--- src/rtl/pipeline_hazard_ctrl_if.sv ---
// Hazard-detection inputs and pipeline-register control outputs of the
// stall/flush controller, grouped as one bus.
interface pipeline_hazard_ctrl_if #(
  parameter int unsigned CNT_W = 16
);
  logic [4:0]       id_rs1;
  logic [4:0]       id_rs2;
  logic             id_uses_rs1;
  logic             id_uses_rs2;
  logic             ex_mem_read;
  logic [4:0]       ex_write_register;
  logic             redirect;
  logic             mem_busy;
  logic             stat_clear;
  logic             pc_enable;
  logic             if_id_enable;
  logic             id_ex_enable;
  logic             if_id_flush;
  logic             id_ex_bubble;
  logic [CNT_W-1:0] stall_cycles;

  modport master (
    output id_rs1, id_rs2, id_uses_rs1, id_uses_rs2, ex_mem_read,
           ex_write_register, redirect, mem_busy, stat_clear,
    input  pc_enable, if_id_enable, id_ex_enable, if_id_flush, id_ex_bubble,
           stall_cycles
  );

  modport slave (
    input  id_rs1, id_rs2, id_uses_rs1, id_uses_rs2, ex_mem_read,
           ex_write_register, redirect, mem_busy, stat_clear,
    output pc_enable, if_id_enable, id_ex_enable, if_id_flush, id_ex_bubble,
           stall_cycles
  );
endinterface

--- src/rtl/pipeline_hazard_ctrl.sv ---
// Stall/flush controller for the 5-stage pipeline: load-use bubbles, redirect
// flushes, memory freezes and a saturating stall-cycle statistic.
module pipeline_hazard_ctrl #(
  parameter int unsigned LU_CYCLES    = 1,
  parameter int unsigned FLUSH_CYCLES = 2,
  parameter int unsigned CNT_W        = 16
) (
  input  logic                    clk,
  input  logic                    reset,
  pipeline_hazard_ctrl_if.slave   bus
);
  typedef enum logic [1:0] {RUN, LU_STALL, FLUSH, MEM_WAIT} state_e;

  state_e           state_q, state_d;
  logic [2:0]       rem_q, rem_d;
  logic [CNT_W-1:0] cnt_q, cnt_d;
  logic             lu;
  logic             pc_en, if_id_en, id_ex_en, flush, bubble;

  assign lu = bus.ex_mem_read && (bus.ex_write_register != 5'd0) &&
              ((bus.id_uses_rs1 && (bus.id_rs1 == bus.ex_write_register)) ||
               (bus.id_uses_rs2 && (bus.id_rs2 == bus.ex_write_register)));

  always_comb begin
    state_d  = state_q;
    rem_d    = rem_q;
    pc_en    = 1'b0;
    if_id_en = 1'b0;
    id_ex_en = 1'b0;
    flush    = 1'b0;
    bubble   = 1'b0;
    if (bus.mem_busy) begin
      // LU_STALL/FLUSH keep state and rem so the sequence resumes on release
      if (state_q == RUN || state_q == MEM_WAIT) state_d = MEM_WAIT;
    end else if (bus.redirect) begin
      {pc_en, if_id_en, id_ex_en, flush, bubble} = 5'b11111;
      state_d = (FLUSH_CYCLES > 1) ? FLUSH : RUN;
      rem_d   = 3'(FLUSH_CYCLES - 1);
    end else if (state_q == FLUSH) begin
      {pc_en, if_id_en, id_ex_en, flush, bubble} = 5'b11111;
      rem_d   = rem_q - 3'd1;
      state_d = (rem_q == 3'd1) ? RUN : FLUSH;
    end else if (state_q == LU_STALL) begin
      {pc_en, if_id_en, id_ex_en, flush, bubble} = 5'b00101;
      rem_d   = rem_q - 3'd1;
      state_d = (rem_q == 3'd1) ? RUN : LU_STALL;
    end else if (lu) begin
      {pc_en, if_id_en, id_ex_en, flush, bubble} = 5'b00101;
      state_d = (LU_CYCLES > 1) ? LU_STALL : RUN;
      rem_d   = 3'(LU_CYCLES - 1);
    end else begin
      {pc_en, if_id_en, id_ex_en, flush, bubble} = 5'b11100;
      state_d = RUN;
      rem_d   = '0;
    end
    if (!reset) {pc_en, if_id_en, id_ex_en, flush, bubble} = 5'b00000;
  end

  always_comb begin
    cnt_d = cnt_q;
    if (bus.stat_clear) cnt_d = '0;
    else if (!pc_en && (cnt_q != '1)) cnt_d = cnt_q + 1'b1;
  end

  always_ff @(negedge clk or negedge reset) begin
    if (!reset) begin
      state_q <= RUN;
      rem_q   <= '0;
      cnt_q   <= '0;
    end else begin
      state_q <= state_d;
      rem_q   <= rem_d;
      cnt_q   <= cnt_d;
    end
  end

  assign bus.pc_enable    = pc_en;
  assign bus.if_id_enable = if_id_en;
  assign bus.id_ex_enable = id_ex_en;
  assign bus.if_id_flush  = flush;
  assign bus.id_ex_bubble = bubble;
  assign bus.stall_cycles = cnt_q;
endmodule

--- src/flat_wrapper.sv ---
// flat-port wrapper written by rule: the top's interface ports become plain ports
module pipeline_hazard_ctrl_flat 
#(
  parameter int unsigned LU_CYCLES    = 1,
  parameter int unsigned FLUSH_CYCLES = 2,
  parameter int unsigned CNT_W        = 16
)
  (clk, reset, bus_id_rs1, bus_id_rs2, bus_id_uses_rs1, bus_id_uses_rs2, bus_ex_mem_read, bus_ex_write_register, bus_redirect, bus_mem_busy, bus_stat_clear, bus_pc_enable, bus_if_id_enable, bus_id_ex_enable, bus_if_id_flush, bus_id_ex_bubble, bus_stall_cycles);
  pipeline_hazard_ctrl_if #(.CNT_W(CNT_W)) bus_i ();
  input  logic clk;
  input  logic reset;
  input wire logic [$bits(bus_i.id_rs1)-1:0] bus_id_rs1;
  input wire logic [$bits(bus_i.id_rs2)-1:0] bus_id_rs2;
  input wire logic [$bits(bus_i.id_uses_rs1)-1:0] bus_id_uses_rs1;
  input wire logic [$bits(bus_i.id_uses_rs2)-1:0] bus_id_uses_rs2;
  input wire logic [$bits(bus_i.ex_mem_read)-1:0] bus_ex_mem_read;
  input wire logic [$bits(bus_i.ex_write_register)-1:0] bus_ex_write_register;
  input wire logic [$bits(bus_i.redirect)-1:0] bus_redirect;
  input wire logic [$bits(bus_i.mem_busy)-1:0] bus_mem_busy;
  input wire logic [$bits(bus_i.stat_clear)-1:0] bus_stat_clear;
  output wire logic [$bits(bus_i.pc_enable)-1:0] bus_pc_enable;
  output wire logic [$bits(bus_i.if_id_enable)-1:0] bus_if_id_enable;
  output wire logic [$bits(bus_i.id_ex_enable)-1:0] bus_id_ex_enable;
  output wire logic [$bits(bus_i.if_id_flush)-1:0] bus_if_id_flush;
  output wire logic [$bits(bus_i.id_ex_bubble)-1:0] bus_id_ex_bubble;
  output wire logic [$bits(bus_i.stall_cycles)-1:0] bus_stall_cycles;
  assign bus_i.id_rs1 = bus_id_rs1;
  assign bus_i.id_rs2 = bus_id_rs2;
  assign bus_i.id_uses_rs1 = bus_id_uses_rs1;
  assign bus_i.id_uses_rs2 = bus_id_uses_rs2;
  assign bus_i.ex_mem_read = bus_ex_mem_read;
  assign bus_i.ex_write_register = bus_ex_write_register;
  assign bus_i.redirect = bus_redirect;
  assign bus_i.mem_busy = bus_mem_busy;
  assign bus_i.stat_clear = bus_stat_clear;
  assign bus_pc_enable = bus_i.pc_enable;
  assign bus_if_id_enable = bus_i.if_id_enable;
  assign bus_id_ex_enable = bus_i.id_ex_enable;
  assign bus_if_id_flush = bus_i.if_id_flush;
  assign bus_id_ex_bubble = bus_i.id_ex_bubble;
  assign bus_stall_cycles = bus_i.stall_cycles;
  pipeline_hazard_ctrl #(.LU_CYCLES(LU_CYCLES), .FLUSH_CYCLES(FLUSH_CYCLES), .CNT_W(CNT_W)) u_core (.clk(clk), .reset(reset), .bus(bus_i));
endmodule
--- config.mk ---
export PLATFORM = sky130hd
export DESIGN_NAME = pipeline_hazard_ctrl_flat
export DESIGN_NICKNAME = d
export VERILOG_FILES = /design/src/rtl/pipeline_hazard_ctrl_if.sv /design/src/rtl/pipeline_hazard_ctrl.sv /design/src/flat_wrapper.sv
export SDC_FILE = /design/constraint.sdc
export NUM_CORES = 1
export LEC_CHECK = 0
export ABC_AREA = 1
export BUFFER_PORTS_ARGS = -buffer_cell sky130_fd_sc_hd__buf_2
export CORE_MARGIN = 1
export CORE_UTILIZATION = 45
export CTS_CLUSTER_SIZE = 16
export DETAILED_ROUTE_END_ITERATION = 16
export PLACE_DENSITY_LB_ADDON = 0.25
export RECOVER_POWER = 25
export SLEW_MARGIN = 20
export SYNTH_ARGS = -nofsm -noshare
export SYNTH_HDL_FRONTEND = slang
export SYNTH_SLANG_ARGS = --single-unit
--- constraint.sdc ---
create_clock -name clk -period 1.85 [get_ports clk]
set_input_delay 0.185 -clock clk [delete_from_list [all_inputs] [get_ports clk]]
set_output_delay 0.185 -clock clk [all_outputs]
set_load 0.05 [all_outputs]
==> qor.csv <==
stage,metric,value,unit
sta,hold_violations,0,
pwr,power_leakage,1.420,nW
sta,slew_violations,0,
pwr,total_power,1.277,mW
place,placedInstanceArea,2245,um2
route,vias,1926,
finish,final_common_cell,nand2_1,
floorplan,start_util,0.4795,
synthesis,syn-instance-count,256,
route,finalWirelength,4828,um
clock_network,clock-sinks,21,
sta,final-setup-viol-count,36,
finish,finalNetCount,377,
global_route,grt_pass1_vias,1852,
floorplan,io_pins,44,
synthesis,syn_avg_cell_area,6.398,um2
finish,area_growth,66.23,%
critical_path,crit_path_end_kind,output port,
synthesis,muxShareOfSynthArea,0,
sta,rsz0062_at_grt,true,
finish,antenna_cells,0,
sta,tightest_slew,547.4,ps
global_route,grt_util_all_layers,0.2501,
clock_network,clockBufferDepth,2,
critical_path,startpoint_type,flop,
synthesis,synthAdderAreaFrac,0.03820,
finish,most-common-layout-cells,"nand2_1 (62), buf_4 (45), nor2_1 (33)",
finish,post-route-cell-area,2723,um2
global_route,grt_remaining_overflow,0,
critical_path,worstPathCellList,"inv_1, ha_2, inv_2, nand3_4, buf_12, nand2_8, buf_8",
critical_path,reg2reg_from,u_core.bus.stall_cycles[0]$_DFFE_NN0P_,
finish,fin_cells,394,
global_route,grt_pass1_wl,7797,um
place,dp_hpwl,3093,um
sta,skew,2.168,ps
route,drt-pass1-iter-count,4,
route,drc,0,
place,place_ws,-584.8,ps
route,drt-initial-drc-count,86,
critical_path,path_max_fanout,2,
synthesis,netlist_area,1638,um2
critical_path,crit_slowest_cell,dfrtn_1,
global_route,antenna_found_initial,0,
run_status,failed_checks,negative setup slack,
clock_network,cts_tree,done,
critical_path,critPathKind,flop to output port,
critical_path,rrSetupSlack,-140,ps
run,maxCapViolCount,0,
critical_path,r2r-end,u_core.bus.stall_cycles[6]$_DFFE_NN0P_,
finish,layout-drive-gt1-share,0.4425,
synthesis,synthXorXnorAreaFrac,0.06417,
synthesis,synth-compound-area-share,0.03591,
pwr,ir_drop,349.8,uV
floorplan,die_w,62.33,um
floorplan,core,3416,um2
finish,final_util,0.7971,
place,place_inst,369,
clock_network,cts_root_buf,clkbuf_4,
synthesis,synth_top_family_by_area,simple AND/OR/NAND/NOR gates,
clock_network,cts_made_buffers,3,
critical_path,endpoint,bus_if_id_enable,
synthesis,yosys_register_bits,21,
route,antenna_left,0,
synthesis,yosys.area_share.simple,0.4209,
floorplan,chipHeight,62.33,um
clock_network,insertion_delay,310,ps
sta,slew-limit-headroom,0.6350,
route,avgViaCountPerCell,4.888,
floorplan,dieArea,3885,um2
min_path,hold_path_class,flop to flop,
clock_network,htreeDepth,1,
critical_path,max_stage_delay,440,ps
critical_path,cp.depth,7,
floorplan,num_rows,21,
critical_path,crit_arrival,2460,ps
route,wl_per_cell,12.25,um
synthesis,synth_cell_types,26,
synthesis,synth_nets,284,
place,port_buffers,43,
global_route,grt_max_degree,22,
synthesis,yosysWarnings,0,
critical_path,path_buf_inv,4,
critical_path,startpoint,u_core.state_q[1]$_DFFE_NN0P_,
pwr,power_density,468.9,nW/um2
critical_path,cp_top_family,flip-flops,
place,gp_congestion,0.9343,
synthesis,synth_seq_area_share,0.3209,
sta,setup_ws,-797.7,ps
critical_path,r2r_cells,11,
clock_network,clk_pin_slew,80,ps
min_path,min_from,u_core.rem_q[1]$_DFFE_NN0N_,
run_status,status,finished with violations,
critical_path,worstPathRequired,1660,ps
[sequential cells by signal, indices dropped and copies added (netlist names)]
| signal | cells |
|---|---|
| u_core.rem_q | 3 |
| u_core.state_q | 2 |
| u_core.bus.stall_cycles | 16 |
[tightest hold or removal path: cells and delay by family, from the launching register on]
| kind | cells | cell delay, ps |
|---|---|---|
| flip-flops | 1 | 400 |
| buffers and inverters | 1 | 60 |
| AO/OA/AOI/OAI | 1 | 150 |
[routing by layer]
layer | wire (um) | global-route usage | up-vias
li1 | - | - | 973
met1 | 1910 | 0.2836 | 883
met2 | 2597 | 0.4547 | 54
met3 | 185 | 0.04963 | 16
met4 | 134 | 0.1017 | 0
met5 | 0 | 0 | -
[worst min path at each step]
stage                                               end  slack (ps)  depth (start not counted)
after floorplan             u_core.rem_q[1]$_DFFE_NN0N_         470                          2
after global placement      u_core.rem_q[2]$_DFFE_NN0N_         500                          2
after detailed placement  u_core.state_q[1]$_DFFE_NN0P_         530                          2
after CTS                 u_core.state_q[1]$_DFFE_NN0P_         520                          2
after global routing        u_core.rem_q[1]$_DFFE_NN0N_         550                          2
final                       u_core.rem_q[1]$_DFFE_NN0N_         520                          2
[cell families (layout without fill, tap and decap cells)]
kind of cell | count (synthesis) | count (layout)
and+or+nand+nor | 159 | 160
adders and majority gates | 5 | 5
AOI/OAI and AO/OA | 11 | 11
DFF | 21 | 21
xor gates and xnor gates | 12 | 12
buffers and inverters | 48 | 139
[report_power, final]
group | total [mW] | internal, mW | switching, mW
Clock | 0.240 | 0.0844 | 0.156
Combinational | 0.531 | 0.228 | 0.303
Sequential | 0.505 | 0.487 | 0.0180
Total | 1.28 | 0.800 | 0.476
[timing repair]
action	in CTS	in global routing
cloned	2	0
buffers inserted	14	5
resized for setup	63	22
pin swaps	3	7
hold buffers	0	0
setup endpoints to repair	36	36
[through the flow]
| stage | hold WS (ps) | TNS (ps) |
|---|---|---|
| 2_1_floorplan | 469.3 | -9399 |
| 3_3_place_gp | 495.9 | -10270 |
| 3_5_place_dp | 526.2 | -10900 |
| 4_1_cts | 517.9 | -8774 |
| 5_1_grt | 549.2 | -13800 |
| 6_report | 516.6 | -11870 |
[synthesized netlist by cell type]
cell      count  area (um2)
nor2_2        1       6.260
nand3_4       1       17.52
buf_2         1       5.000
a31oi_1       1       6.260
nor2_1       37       138.9
inv_2         4       15.01
buf_6         1       11.26
buf_4         2       15.01
clkbuf_1      2       7.510
nand2_1      81       304.0
a22oi_1       1       7.510
clkinv_1      1       3.750
nand3_2       1       10.01
nor4_1        4       25.02
nand4_1       2       12.51
nand2_4       1       11.26
a21oi_1       7       35.03
nor4_2        1       12.51
dfrtn_1      21       525.5
inv_1        37       138.9
xor2_1       12       105.1
o21ai_0       2       10.01
nand3_1      25       125.1
or2_2         1       6.260
ha_1          5       62.56
nor3_1        4       20.02
[cell type report]
cell class | count | area [um2]
Clock buffer | 4 | 26.28
Multi-Input combinational cell | 188 | 1154
Tap cell | 46 | 57.56
Timing Repair Buffer | 93 | 792.0
Fill cell | 235 | 693.2
Sequential cell | 21 | 525.5
Inverter | 42 | 167.7
Power figures use the tool's default switching activity.
